### src/rtl/hnf_txreq_arb.sv
// ----------------------------------------------------------------------------
// hnf_txreq_arb
//   Shares the HN-F outbound CHI TXREQ link between NUM_REQ internal
//   requesters. It owns the TXREQ link-layer credit counter, picks one
//   requester per cycle by round-robin when a credit is held, and registers
//   the granted flit onto TXREQFLIT/TXREQFLITV.
//
// Ports
//   clock          : sole clock, rising edge
//   reset          : asynchronous, active-high reset
//   req_valid      : per-requester flit valid
//   req_flit       : per-requester flit, requester i at [i*FLIT_W +: FLIT_W]
//   req_ready      : one-hot grant (combinational), handshake = valid & ready
//   TXREQFLIT      : outbound flit (registered)
//   TXREQFLITV     : outbound flit valid (registered)
//   TXREQFLITPEND  : flit-pending, held high from the first edge after reset
//   TXREQLCRDV     : one link credit returned per cycle high
//   crd_cnt        : current credit count
//   crd_ovf_err    : sticky, credit received while count was at MAX_CRD
// ----------------------------------------------------------------------------
module hnf_txreq_arb #(
  parameter int NUM_REQ = 2,
  parameter int FLIT_W  = 64,
  parameter int MAX_CRD = 15
) (
  input  logic                      clock,
  input  logic                      reset,
  input  logic [NUM_REQ-1:0]        req_valid,
  input  logic [NUM_REQ*FLIT_W-1:0] req_flit,
  output logic [NUM_REQ-1:0]        req_ready,
  output logic [FLIT_W-1:0]         TXREQFLIT,
  output logic                      TXREQFLITV,
  output logic                      TXREQFLITPEND,
  input  logic                      TXREQLCRDV,
  output logic [3:0]                crd_cnt,
  output logic                      crd_ovf_err
);

  localparam int             IDX_W     = (NUM_REQ > 1) ? $clog2(NUM_REQ) : 1;
  localparam logic [IDX_W:0] NUM_REQ_W = (IDX_W+1)'(NUM_REQ);
  localparam logic [3:0]     MAX_CRD_W = 4'(MAX_CRD);

  logic [IDX_W-1:0]  last_grant_r;
  logic [3:0]        crd_cnt_r;
  logic              crd_ovf_err_r;
  logic [FLIT_W-1:0] flit_r;
  logic              flitv_r;
  logic              pend_r;

  logic              found_s;
  logic [IDX_W-1:0]  grant_idx_s;
  logic              crd_avail_s;
  logic              hs_s;
  logic [FLIT_W-1:0] sel_flit_s;
  logic [NUM_REQ-1:0] req_ready_s;

  // Only registered credits count; a credit returned this cycle is usable next cycle.
  assign crd_avail_s = (crd_cnt_r != 4'd0);
  assign hs_s        = found_s & crd_avail_s;

  // Round-robin search: first valid requester starting one past the last grant, wrapping.
  always_comb begin
    logic [IDX_W:0]   sum_v;
    logic [IDX_W:0]   wrap_v;
    logic [IDX_W-1:0] cand_v;
    found_s     = 1'b0;
    grant_idx_s = last_grant_r;
    sum_v       = '0;
    wrap_v      = '0;
    cand_v      = '0;
    for (int k = 1; k <= NUM_REQ; k++) begin
      sum_v  = {1'b0, last_grant_r} + (IDX_W+1)'(k);
      wrap_v = sum_v - NUM_REQ_W;
      cand_v = (sum_v >= NUM_REQ_W) ? wrap_v[IDX_W-1:0] : sum_v[IDX_W-1:0];
      if (!found_s && req_valid[cand_v]) begin
        found_s     = 1'b1;
        grant_idx_s = cand_v;
      end else begin
        found_s     = found_s;
      end
    end
  end

  // Select the flit of the winning requester.
  always_comb begin
    sel_flit_s = '0;
    for (int i = 0; i < NUM_REQ; i++) begin
      if (grant_idx_s == IDX_W'(i)) begin
        sel_flit_s = req_flit[i*FLIT_W +: FLIT_W];
      end else begin
        sel_flit_s = sel_flit_s;
      end
    end
  end

  // One-hot ready to the winner, only when a credit is held.
  always_comb begin
    req_ready_s = '0;
    if (hs_s) begin
      req_ready_s[grant_idx_s] = 1'b1;
    end else begin
      req_ready_s = '0;
    end
  end

  assign req_ready = req_ready_s;

  // Link-side registers: flit/valid, pend, credit counter, rr pointer, sticky error.
  always_ff @(posedge clock or posedge reset) begin
    if (reset) begin
      flit_r        <= '0;
      flitv_r       <= 1'b0;
      pend_r        <= 1'b0;
      crd_cnt_r     <= 4'd0;
      crd_ovf_err_r <= 1'b0;
      last_grant_r  <= '0;
    end else begin
      pend_r  <= 1'b1;
      flitv_r <= hs_s;
      if (hs_s) begin
        flit_r       <= sel_flit_s;
        last_grant_r <= grant_idx_s;
      end
      // A credit returned in the same cycle as a send cancels out.
      case ({TXREQLCRDV, hs_s})
        2'b10: begin
          if (crd_cnt_r == MAX_CRD_W) begin
            crd_ovf_err_r <= 1'b1;
          end else begin
            crd_cnt_r <= crd_cnt_r + 4'd1;
          end
        end
        2'b01:   crd_cnt_r <= crd_cnt_r - 4'd1;
        default: crd_cnt_r <= crd_cnt_r;
      endcase
    end
  end

  assign TXREQFLIT     = flit_r;
  assign TXREQFLITV    = flitv_r;
  assign TXREQFLITPEND = pend_r;
  assign crd_cnt       = crd_cnt_r;
  assign crd_ovf_err   = crd_ovf_err_r;

endmodule

### config.mk
export PLATFORM = sky130hd
export DESIGN_NAME = hnf_txreq_arb
export DESIGN_NICKNAME = d
export VERILOG_FILES = /design/src/rtl/hnf_txreq_arb.sv
export SDC_FILE = /design/constraint.sdc
export NUM_CORES = 1
export LEC_CHECK = 0
export BUFFER_PORTS_ARGS = -buffer_cell sky130_fd_sc_hd__buf_4
export CAP_MARGIN = 10
export CORE_MARGIN = 5
export CORE_UTILIZATION = 40
export CTS_CLUSTER_DIAMETER = 60
export CTS_CLUSTER_SIZE = 30
export DETAILED_ROUTE_END_ITERATION = 10
export PLACE_DENSITY = 0.75
export SETUP_SLACK_MARGIN = 0.2
export SLEW_MARGIN = 25
export SYNTH_ARGS = -nofsm -noshare
export SYNTH_HDL_FRONTEND = slang
export SYNTH_SLANG_ARGS = --single-unit
export TNS_END_PERCENT = 1
### constraint.sdc
create_clock -name clock -period 2.4 [get_ports clock]
set_input_delay 0 -clock clock [delete_from_list [all_inputs] [get_ports clock]]
set_output_delay 0 -clock clock [all_outputs]
set_load 0.01 [all_outputs]
# After elaboration in Yosys (flattened, before gate mapping)
# Cells that the tools add are included.
dict set report word_totals {
  output_inout_bits 73
  regBits 72
  inputBits 133
  wordCells 46
}
dict set report classes {
  bitwise 1
  n_eq_ne 4
  muxes 16
  n_reduce_logical 7
  add_sub_neg 6
  n_lt_le_gt_ge 6
}
# cell n
set op_table {}
lappend op_table {{$mux W64} 1}
lappend op_table {{$mux W1} 11}
lappend op_table {{$pmux W4 S2} 1}
lappend op_table {{$lt A1 B2 Y1 const B} 3}
lappend op_table {{$add A4 B1 Y4 const B} 1}
lappend op_table {{$eq A4 B4 Y1 const B} 1}
lappend op_table {{$ge A2 B2 Y1 const B} 2}
lappend op_table {{$mux W4} 1}
lappend op_table {{$reduce_and A2 Y1} 2}
lappend op_table {{$reduce_bool A4 Y1} 1}
lappend op_table {{$sub A4 B1 Y4 const B} 1}
lappend op_table {{$add A1 B1 Y2 const B} 1}
lappend op_table {{$add A1 B2 Y2 const B} 1}
lappend op_table {{$eq A2 B1 Y1 const B} 1}
lappend op_table {{$eq A2 B2 Y1 const B} 1}
lappend op_table {{$logic_and A1 B1 Y1} 2}
lappend op_table {{$mux W2} 1}
lappend op_table {{$ne A2 B2 Y1 const B} 1}
lappend op_table {{$reduce_bool A2 Y1} 1}
lappend op_table {{$sub A1 B1 Y1 const B} 2}
lappend op_table {{$and A1 B1 Y1} 1}
lappend op_table {{$demux W1 S1} 1}
lappend op_table {{$ge A1 B1 Y1 const B} 1}
lappend op_table {{$logic_not A1 Y1} 1}

# Depth between registers and ports, before layout
# Gate-level depths: netlist of run 1.
dict set report depth {
  depth_word 14
  mapped_depth 8
  mapped_depth_nobuf 7
}

# Least setup slack after synthesis of run 1
# OpenSTA, ideal clock, no wires.
dict set report synth_timing {
  path_type {register -> register}
  startpoint {register crd_cnt_r[1] (netlist: crd_cnt[1])}
  endpoint {register crd_cnt_r[2] (netlist: crd_cnt[2])}
  stages_incl_launch_ff 9
  setup_ps 79
  slack_ps 651
  n_path_buf 1
  arrival_ps 1669
  period_less_slack_ps 1749
  cell_sequence {dfrtp_1 buf_6 nor4_1 nor2_1 xor2_1 ha_1 nor2_1 o2bb2ai_2 xor2_1}
}
dict set report synth_via {
  elab_chain_cells 5
  elab_cells_between_ends 12
}
# item line
set synth_lines {}
lappend synth_lines {{start: declaration} 44} ;# logic [3:0] crd_cnt_r;
lappend synth_lines {{start signal: assignment} 130} ;# crd_cnt_r <= crd_cnt_r + 4'd1;
lappend synth_lines {{start signal: assignment} 133} ;# 2'b01: crd_cnt_r <= crd_cnt_r - 4'd1;
lappend synth_lines {{start signal: assignment} 134} ;# default: crd_cnt_r <= crd_cnt_r;
lappend synth_lines {{parallel branches: the longest is 5 deep, another holds $add A4 B1 Y4} -}
# Parallel ways; which one is timed is not known. The select of a mux whose other input is x is not followed.
# A chain may end at the register's enable or synchronous reset.

# Worst setup path in the final report of run 1
dict set report layout_timing {
  startpoint {register last_grant_r}
  endpoint {register flit_r[44] (netlist: TXREQFLIT[44])}
}
dict set report layout_via {
  elab_chain_cells 10
  elab_cells_between_ends 20
}
# item line
set layout_lines {}
lappend layout_lines {{start: declaration} 43} ;# logic [IDX_W-1:0] last_grant_r;
lappend layout_lines {{start signal: assignment} 122} ;# last_grant_r <= grant_idx_s;
lappend layout_lines {{$add A1 B1 Y2} 72} ;# sum_v = {1'b0, last_grant_r} + (IDX_W+1)'(k);
lappend layout_lines {{$ge A2 B2 Y1 / $sub A1 B1 Y1 (equally long branches)} {74, 73}}
lappend layout_lines {{$mux W1} 74} ;# cand_v = (sum_v >= NUM_REQ_W) ? wrap_v[IDX_W-1:0] : sum_v[IDX_W-1:0];
lappend layout_lines {{$mux W1 (not written as such) (2 in a row)} 75} ;# if (!found_s && req_valid[cand_v]) begin
lappend layout_lines {{$mux W1} 75}
lappend layout_lines {{$logic_not A1 Y1} 75}
lappend layout_lines {{$logic_and A1 B1 Y1} 75}
lappend layout_lines {{$mux W1} 75}
lappend layout_lines {{$mux W64 / $and A1 B1 Y1 (equally long branches)} {88, 59}}
lappend layout_lines {{end signal: assignment} 121} ;# flit_r <= sel_flit_s;
lappend layout_lines {{end: declaration} 46} ;# logic [FLIT_W-1:0] flit_r;
# Parallel ways exist; a longest one is shown, timed or not. The select of a mux whose other input is x is not followed.

==> reports/summary.log, run 1 <==
[detailed_routing] antenna violation net count after detailed routing 0
[detailed_routing] number of vias in the routed layout 3553
[synth] sequential element share of the synthesized area 54.1%
[setup_path] master of the slowest instance on the critical path sky130_fd_sc_hd__dlygate4sd3_1
[detailed_routing] DRC violations left 0
[run_status] result of the run finished clean
[synth] synthesized area per cell 10.5 µm²
[global_route] antenna violations before repair 1
[synth] number of distinct library cell variants in the gate-level netlist after synthesis 29
[sta] Slew Viols, Final 0
[detailed_routing] number of design-rule violations left by the first detailed-router iteration 58
[floorplan] floorplan die area 10200 µm²
[final_layout] post-synthesis to final-layout area growth 87.4%
[setup_path] type of destination of the critical path register
[clocking] clock insertion delay at the later pin of the skew report 0.33 ns
[global_route] combined global-route utilization of all metal layers 23.0%
[global_route] remaining global-route overflow 0
[setup_path] required time reported for the critical path endpoint 2.59 ns
[floorplan] count of standard-cell rows 33
[floorplan] Top-Level Pins 206
[setup_path] largest fanout of any net on the critical path 36
[detailed_routing] routed wire length 11900 µm
[clocking] CTS tree done
[placement] post-placement cell count 609
[sta] Slew Limit Headroom 47.6%
[setup_path] startpoint kind of the worst setup timing path register
[detailed_routing] total iterations of the first detailed-routing run 4
[synth] area of the mapped netlist 3330 µm²
[global_route] maximum number of pins on one net before global-route repair 58
[sta] Layout Skew 0.00925 ns
[setup_path] critical path's largest stage delay 0.58 ns
[final_layout] non-filler instance count after layout 734
[clocking] TritonCTS Buffers 9
[floorplan] Die W 101 µm
[job] number of max-capacitance violations reported 0
[clocking] clock edge transition at the registers on the reported setup and hold paths 0.07 ns
[clocking] root buffer cell sky130_fd_sc_hd__clkbuf_8
[power_and_ir_drop] static leakage power 3.04 nW
[synth] number of register bits inferred by synthesis 72
[sta] final hold violations 0
[sta] setup_tns 0 ns
[sta] Peak Freq 0.497 GHz
[final_layout] commonest cells after routing, fill and taps aside 207 x sky130_fd_sc_hd__buf_4, 111 x sky130_fd_sc_hd__dlygate4sd3_1, 72 x sky130_fd_sc_hd__dfrtp_1
[sta] worst slew pin tran 0.785 ns
[floorplan] effective utilization at floorplan 40.7%
[setup_path] cells along the critical path o21ai_4 -> buf_12 -> mux2i_1 -> dlygate4sd3_1 -> o21ai_0
[detailed_routing] Avg WL per Cell 16.2 µm
[setup_path] kind of critical path register to register
[floorplan] Chip Height 101 µm
[floorplan] Core Region 8180 µm²
[placement] post-placement worst setup slack 0.434 ns
[sta] final critical-path required period 2.01 ns
[clocking] post-CTS resize count 0
[sta] period utilisation layout 83.8%
[placement] post-detailed-placement half-perimeter wirelength 7360 µm
[synth] warnings from Yosys 0
[clocking] Max Root-Sink Buffers 2
[sta] Finish-stage setup viols 0
[clocking] deepest level of the CTS H-tree 3
[clocking] TritonCTS sink count 72
[placement] global placement routability congestion 0.834
[global_route] global-route wire length before repair 18300 µm
[min_path] worst min-delay path category input pin to register
[synth] Post-Syn Instances 317
[sta] RSZ-0062 raised after global routing false
[sta] final worst slack 0.389 ns
[setup_path] critical path arrival 2.20 ns
[setup_path] cell class contributing the biggest share of worst-path delay buffers and inverters
[synth] Synth Net Count 451
[detailed_routing] Vias per Instance 4.84
[placement] Port Buffers 205
[setup_path] WP buf/inv 2
[final_layout] # nets final 761
[final_layout] fill count 548
[final_layout] final core utilization 76.3%
[global_route] via count of the first global-routing pass 3956
[final_layout] most common cell after layout, fill and taps aside sky130_fd_sc_hd__buf_4
[final_layout] share of layout cells above drive strength 1 36.5%
[power_and_ir_drop] worst vdd ir 0.514 mV
[power_and_ir_drop] total power divided by cell area 925 nW/µm²
==> what timing repair did <==
action,in CTS,in global routing
hold endpoints to repair,94,0
hold buffers,111,0
buffers inserted,0,1
endpoints found under the setup margin,0,25
==> tightest hold or removal path: stages <==
cell and delay, ns:
sky130_fd_sc_hd__buf_4 0.07, sky130_fd_sc_hd__mux2i_1 0.07, sky130_fd_sc_hd__o21ai_0 0.15
==> synth_stat cells <==
| cell | number | share of area [%] |
|---|---|---|
| sky130_fd_sc_hd__and2_1 | 2 | 0.38 |
| sky130_fd_sc_hd__o41ai_1 | 1 | 0.26 |
| sky130_fd_sc_hd__buf_6 | 3 | 1.0 |
| sky130_fd_sc_hd__xor2_1 | 2 | 0.53 |
| sky130_fd_sc_hd__or2_1 | 1 | 0.19 |
| sky130_fd_sc_hd__nand4_1 | 1 | 0.19 |
| sky130_fd_sc_hd__mux2i_1 | 64 | 19 |
| sky130_fd_sc_hd__mux2_2 | 1 | 0.34 |
| sky130_fd_sc_hd__conb_1 | 1 | 0.11 |
| sky130_fd_sc_hd__nand2_1 | 66 | 7.4 |
| sky130_fd_sc_hd__nor4_1 | 1 | 0.19 |
| sky130_fd_sc_hd__o2bb2ai_2 | 1 | 0.45 |
| sky130_fd_sc_hd__buf_2 | 11 | 1.7 |
| sky130_fd_sc_hd__xnor2_1 | 1 | 0.26 |
| sky130_fd_sc_hd__inv_2 | 1 | 0.11 |
| sky130_fd_sc_hd__nor2_1 | 4 | 0.45 |
| sky130_fd_sc_hd__buf_1 | 2 | 0.23 |
| sky130_fd_sc_hd__ha_1 | 1 | 0.38 |
| sky130_fd_sc_hd__o21bai_1 | 2 | 0.45 |
| sky130_fd_sc_hd__nand3_1 | 2 | 0.30 |
| sky130_fd_sc_hd__clkbuf_1 | 5 | 0.56 |
| sky130_fd_sc_hd__a21oi_1 | 1 | 0.15 |
| sky130_fd_sc_hd__o21ai_1 | 1 | 0.15 |
| sky130_fd_sc_hd__o21ai_0 | 65 | 9.8 |
| sky130_fd_sc_hd__a21o_1 | 1 | 0.23 |
| sky130_fd_sc_hd__o22a_1 | 1 | 0.26 |
| sky130_fd_sc_hd__buf_4 | 2 | 0.45 |
| sky130_fd_sc_hd__dfrtp_1 | 72 | 54 |
| sky130_fd_sc_hd__inv_1 | 1 | 0.11 |
==> state kept, by name (all words and copies together) (netlist names) <==
name	count
TXREQFLIT	64
crd_cnt	4
last_grant_r	1
crd_ovf_err	1
TXREQFLITPEND	1
TXREQFLITV	1
==> kinds of logic after synthesis <==
logic type,Yosys count,synth area share (%)
and+or+nand+nor,77,9.14
AOI/OAI and AO/OA,73,11.7
DFF,72,54.1
muxes,65,19.6
buffers and inverters,25,4.13
xor gates and xnor gates,3,0.790
adders and majority gates,1,0.376
other,1,0.113
==> cell type report <==
cell class                 instances  area, µm²  area share (%)
sequential                        72       1800            28.9
clock buffer                      10        138            2.21
timing repair buffer             322       2750            44.0
tap                              105        131            2.11
multi-input combinational        220       1400            22.5
inverter                           2       7.51           0.120
antenna                            1       2.50          0.0401
clock inverter                     2       10.0           0.160
==> per-stage QoR <==
stage          hold WS [ns]  power (mW)  instance area (µm²)
2_1_floorplan         0.159        3.35                 3330
3_3_place_gp          0.191        4.56                 4970
3_5_place_dp          0.205        4.66                 4970
4_1_cts             0.00148        5.75                 6230
5_1_grt              0.0267        6.15                 6240
6_report            0.00339        5.77                 6240
==> per-layer routing <==
metal  vias to the layer above  global-route usage [%]  wire, µm
met4                         0                    9.92       374
met3                        31                    5.92       892
met1                      1660                    22.5      4140
li1                       1712                       -         -
met5                         -                       0         0
met2                       150                    44.9      6520
==> path summary, 6_finish.rpt <==
path / to / slack, ns / cells past startpoint / from
setup / recovery: TXREQFLIT[44] / 0.39 / 5 / last_grant_r
hold / removal: TXREQFLIT[25] / 0.003 / 3 / req_flit[89]
setup reg to reg: TXREQFLIT[44] / 0.39 / 5 / last_grant_r
hold reg to reg: TXREQFLIT[14] / 0.48 / 2 / TXREQFLIT[14]
max in group asynchronous: last_grant_r / 1.35 / 4 / reset
min in group asynchronous: TXREQFLIT[52] / 0.39 / 3 / reset
==> power breakdown <==
part           internal, mW  switching (mW)  leakage (nW)  total [mW]
clock                 0.377           0.391        0.0797       0.767
combinational          1.59            1.34          2.09        2.94
sequential             1.72           0.343         0.860        2.07
(Power assumes the default switching activity.)
==> run 2, diff against run 1 <==
--- a/config.mk
+++ b/config.mk
@@ -8,11 +8,11 @@
 export BUFFER_PORTS_ARGS = -buffer_cell sky130_fd_sc_hd__buf_4
 export CAP_MARGIN = 10
 export CORE_MARGIN = 5
-export CORE_UTILIZATION = 40
+export CORE_UTILIZATION = 39
 export CTS_CLUSTER_DIAMETER = 60
 export CTS_CLUSTER_SIZE = 30
 export DETAILED_ROUTE_END_ITERATION = 10
-export PLACE_DENSITY = 0.75
+export PLACE_DENSITY = 0.77
 export SETUP_SLACK_MARGIN = 0.2
 export SLEW_MARGIN = 25
 export SYNTH_ARGS = -nofsm -noshare
==> constraint.sdc (replaced) <==
create_clock -name clock -period 1.62 [get_ports clock]
set_input_delay 0 -clock clock [delete_from_list [all_inputs] [get_ports clock]]
set_output_delay 0 -clock clock [all_outputs]
set_load 0.01 [all_outputs]
==> run 2 against run 1 <==
The flow now stops in clock tree synthesis. Synthesized area did not move. Synthesized cell count did not move.
==> reports/summary.log, run 2 <==
[placement] post-placement worst setup slack -0.148 ns
[clocking] post-CTS resize count 39
[synth] cell with the most instances after synthesis sky130_fd_sc_hd__dfrtp_1
[synth] number of enable-type register cells in the synthesized netlist 0
[clocking] post-cts hold buffer count 129
[floorplan] count of standard-cell rows 33
[clocking] setup repair bufs after CTS 4
[synth] Post-Syn Instances 317
[synth] area of the mapped netlist 3330 µm²
[floorplan] Chip Height 102 µm
[placement] post-detailed-placement cell area 5070 µm²
[run_status] result of the run stopped before the end
[run_status] last stage reached clock tree synthesis
[clocking] deepest level of the CTS H-tree 3
[synth] most instantiated flip-flop cell in the synthesis netlist sky130_fd_sc_hd__dfrtp_1
[placement] post-detailed-placement half-perimeter wirelength 7340 µm
[synth] fraction of registers with async set/reset 100%
[synth] dominant cell type by area after synthesis sky130_fd_sc_hd__dfrtp_1
[synth] number of register bits inferred by synthesis 72
[run_status] Err [ERROR RSZ-0060] Max buffer count reached.
[synth] cell types with the highest counts after synthesis 72 x sky130_fd_sc_hd__dfrtp_1, 66 x sky130_fd_sc_hd__nand2_1, 65 x sky130_fd_sc_hd__o21ai_0
[floorplan] Die W 102 µm
[clocking] TritonCTS sink count 72
[synth] Synth Net Count 451
[floorplan] effective utilization at floorplan 40.3%
[synth] synthesized area per cell 10.5 µm²
[synth] warnings from Yosys 0
[placement] Port Buffers 205
[synth] number of distinct library cell variants in the gate-level netlist after synthesis 29
[synth] sequential element share of the synthesized area 54.1%
[synth] top cells by area in the synthesized netlist sky130_fd_sc_hd__dfrtp_1 54%, sky130_fd_sc_hd__mux2i_1 19%, sky130_fd_sc_hd__o21ai_0 9.8%
[clocking] root buffer cell sky130_fd_sc_hd__clkbuf_8
[placement] global placement routability congestion 0.765
[floorplan] Top-Level Pins 206
[clocking] TritonCTS Buffers 9
[synth] Synth top area share 54.1%
[clocking] Max Root-Sink Buffers 2
==> run 2: cell counts after synthesis <==
Identical to the previous run, type by type.
==> run 2: cell families after synthesis <==
group,count (synthesis),share of synthesized area [%]
AOI/OAI and AO/OA,73,11.7
adders and majority gates,1,0.376
and+or+nand+nor,77,9.14
other,1,0.113
muxes,65,19.6
DFF,72,54.1
xor gates and xnor gates,3,0.790
buffers and inverters,25,4.13
==> run 2: through the flow <==
step                      std cells  utilization (%)  hold slack (ns)  setup TNS [ns]
after global placement          620             61.4            0.139               0
after floorplan                 317                -            0.159          -0.211
after detailed placement        620             61.4            0.145          -0.335
==> run 3, diff against run 2 <==
--- a/config.mk
+++ b/config.mk
@@ -8,12 +8,9 @@
 export BUFFER_PORTS_ARGS = -buffer_cell sky130_fd_sc_hd__buf_4
 export CAP_MARGIN = 10
 export CORE_MARGIN = 5
-export CORE_UTILIZATION = 39
-export CTS_CLUSTER_DIAMETER = 60
-export CTS_CLUSTER_SIZE = 30
+export CORE_UTILIZATION = 25
 export DETAILED_ROUTE_END_ITERATION = 10
-export PLACE_DENSITY = 0.77
-export SETUP_SLACK_MARGIN = 0.2
+export PLACE_DENSITY_LB_ADDON = 0.15
 export SLEW_MARGIN = 25
 export SYNTH_ARGS = -nofsm -noshare
 export SYNTH_HDL_FRONTEND = slang
==> constraint.sdc (replaced) <==
create_clock -name clock -period 2.11 [get_ports clock]
set_input_delay 0 -clock clock [delete_from_list [all_inputs] [get_ports clock]]
set_output_delay 0 -clock clock [all_outputs]
set_load 0.01 [all_outputs]
==> run 3 against run 2 <==
The flow now finishes without violations.
==> reports/summary.log, run 3 (synthesized netlist as in run 1, its figures left out) <==
[power_and_ir_drop] total power divided by cell area 1090 nW/µm²
[floorplan] Top-Level Pins 206
[power_and_ir_drop] net switching component of the power 2.37 mW
[sta] setup_tns 0 ns
[clocking] TritonCTS sink count 72
[setup_path] cell count of the worst reg-to-reg path 5
[setup_path] master of the slowest instance on the critical path sky130_fd_sc_hd__dlygate4sd3_1
[final_layout] most common cell after layout, fill and taps aside sky130_fd_sc_hd__buf_4
[setup_path] cell class contributing the biggest share of worst-path delay buffers and inverters
[placement] post-detailed-placement half-perimeter wirelength 7720 µm
[detailed_routing] number of design-rule violations left by the first detailed-router iteration 97
[sta] worst slew pin tran 0.618 ns
[clocking] root buffer cell sky130_fd_sc_hd__clkbuf_16
[setup_path] Critical path origin last_grant_r
[setup_path] kind of critical path register to register
[setup_path] type of destination of the critical path register
[sta] Slew Viols, Final 0
[run_status] result of the run finished clean
[final_layout] Inserted Diodes 0
[clocking] deepest level of the CTS H-tree 3
[setup_path] critical path's largest stage delay 0.57 ns
[setup_path] worst r2r dst TXREQFLIT[18]
[global_route] remaining global-route overflow 0
[setup_path] reg2reg start last_grant_r
[power_and_ir_drop] worst vdd ir 0.468 mV
[setup_path] total stage count of the critical path 5
[sta] Slew Limit Headroom 58.8%
[power_and_ir_drop] static leakage power 3.11 nW
[global_route] antenna violations before repair 0
[floorplan] count of standard-cell rows 42
[global_route] combined global-route utilization of all metal layers 14.3%
[floorplan] floorplan die area 15700 µm²
[power_and_ir_drop] power share of the combinational group 46.5%
[floorplan] Die W 125 µm
[power_and_ir_drop] switch share 33.4%
[min_path] worst min-delay path category input pin to register
[setup_path] largest fanout of any net on the critical path 28
[floorplan] Core Region 13100 µm²
[placement] Port Buffers 205
[placement] post-placement cell count 681
[detailed_routing] total iterations of the first detailed-routing run 4
[detailed_routing] Vias per Instance 4.15
[clocking] clock edge transition at the registers on the reported setup and hold paths 0.05 ns
[floorplan] effective utilization at floorplan 25.3%
[clocking] CTS tree done
[final_layout] max reg flops 64
[floorplan] Chip Height 125 µm
[setup_path] critical path arrival 2.14 ns
[final_layout] # nets final 763
[global_route] maximum number of pins on one net before global-route repair 68
[setup_path] end point of the critical path TXREQFLIT[18]
[placement] global placement routability congestion 0.776
[final_layout] non-filler instance count after layout 809
[power_and_ir_drop] portion of total power attributed to the clock network 20.7%
[detailed_routing] routed wire length 11000 µm
[global_route] global-route wire length before repair 18200 µm
[final_layout] commonest cells after routing, fill and taps aside 207 x sky130_fd_sc_hd__buf_4, 112 x sky130_fd_sc_hd__dlygate4sd3_1, 72 x sky130_fd_sc_hd__dfrtp_1
[clocking] TritonCTS Buffers 9
[final_layout] share of layout cells above drive strength 1 36.7%
[setup_path] WP buf/inv 2
[sta] RSZ-0062 raised after global routing false
[setup_path] required time reported for the critical path endpoint 2.30 ns
[clocking] clock insertion delay at the later pin of the skew report 0.32 ns
[detailed_routing] number of vias in the routed layout 3356
[power_and_ir_drop] power consumption 7.10 mW
[global_route] via count of the first global-routing pass 3650
[sta] final critical-path required period 1.95 ns
[job] number of max-capacitance violations reported 0
[detailed_routing] antenna violation net count after detailed routing 0
[sta] final hold violations 0
[sta] Finish-stage setup viols 0
[sta] Peak Freq 0.513 GHz
[sta] Layout Skew 0.00706 ns
[detailed_routing] Avg WL per Cell 13.6 µm
[setup_path] startpoint kind of the worst setup timing path register
[power_and_ir_drop] Pint 4.73 mW
[setup_path] cells along the critical path o21ai_4 -> buf_12 -> mux2i_1 -> dlygate4sd3_1 -> o21ai_0
[detailed_routing] DRC violations left 0
[final_layout] post-synthesis to final-layout area growth 95.4%
[final_layout] final core utilization 49.5%
[clocking] Max Root-Sink Buffers 2
[power_and_ir_drop] part of the total power dissipated in sequential elements 32.8%
[setup_path] R2R Setup Slk 0.16 ns
[sta] period utilisation layout 92.4%
[run 3: tightest hold or removal path: cells and delay by family]
kind,cells,cell delay (ns)
compound gates,1,0.14
mux,1,0.07
buf+inv,1,0.08
[run 3: layout make-up]
class	instances	area [µm²]
fill	1214	6630
timing repair buffer	324	2780
sequential	72	1800
multi-input combinational	220	1410
clock buffer	12	246
tap	176	220
clock inverter	3	42.5
inverter	2	8.76
[run 3: metal layers]
metal / vias up / routed length [µm] / global-route usage, %
met4: 0 / 187 / 5.29
met2: 140 / 5360 / 24.6
li1: 1707 / - / -
met1: 1496 / 4570 / 16.7
met5: - / 0 / 0
met3: 13 / 896 / 4.61
[run 3: power groups by stage]
stage / clock [mW] / sequential, mW / combinational, mW
after global placement: 0 / 2.32 / 2.98
final: 1.47 / 2.33 / 3.30
after CTS: 1.53 / 2.34 / 3.34
after detailed placement: 0 / 2.35 / 3.00
after global routing: 1.59 / 2.43 / 3.63
after floorplan: 0 / 2.57 / 1.23
[run 3: worst min-delay path by stage]
stage | startpoint | endpoint | depth (start not counted)
2_1_floorplan | TXREQLCRDV | crd_ovf_err | 2
3_3_place_gp | reset | TXREQFLIT[10] | 2
3_5_place_dp | reset | TXREQFLIT[13] | 2
4_1_cts | req_flit[63] | TXREQFLIT[63] | 3
5_1_grt | req_flit[9] | TXREQFLIT[9] | 3
6_report | req_flit[63] | TXREQFLIT[63] | 3
[run 3: what timing repair did]
item / CTS / global route
hold endpoints to repair: 94 / 0
buffers inserted: 0 / 1
endpoints found under the setup margin: 0 / 29
hold buffers: 112 / 0
gates resized for setup: 0 / 1
[run 3: per-stage QoR]
stage | hold slack [ns] | area (µm²) | setup slack, ns
after global routing | 0.0102 | 6500 | 0.00295
after floorplan | 0.159 | 3330 | 0.285
after CTS | 0.00148 | 6490 | 0.0270
after global placement | 0.109 | 5080 | 0.321
final | 0.00155 | 6500 | 0.160
after detailed placement | 0.110 | 5080 | 0.253
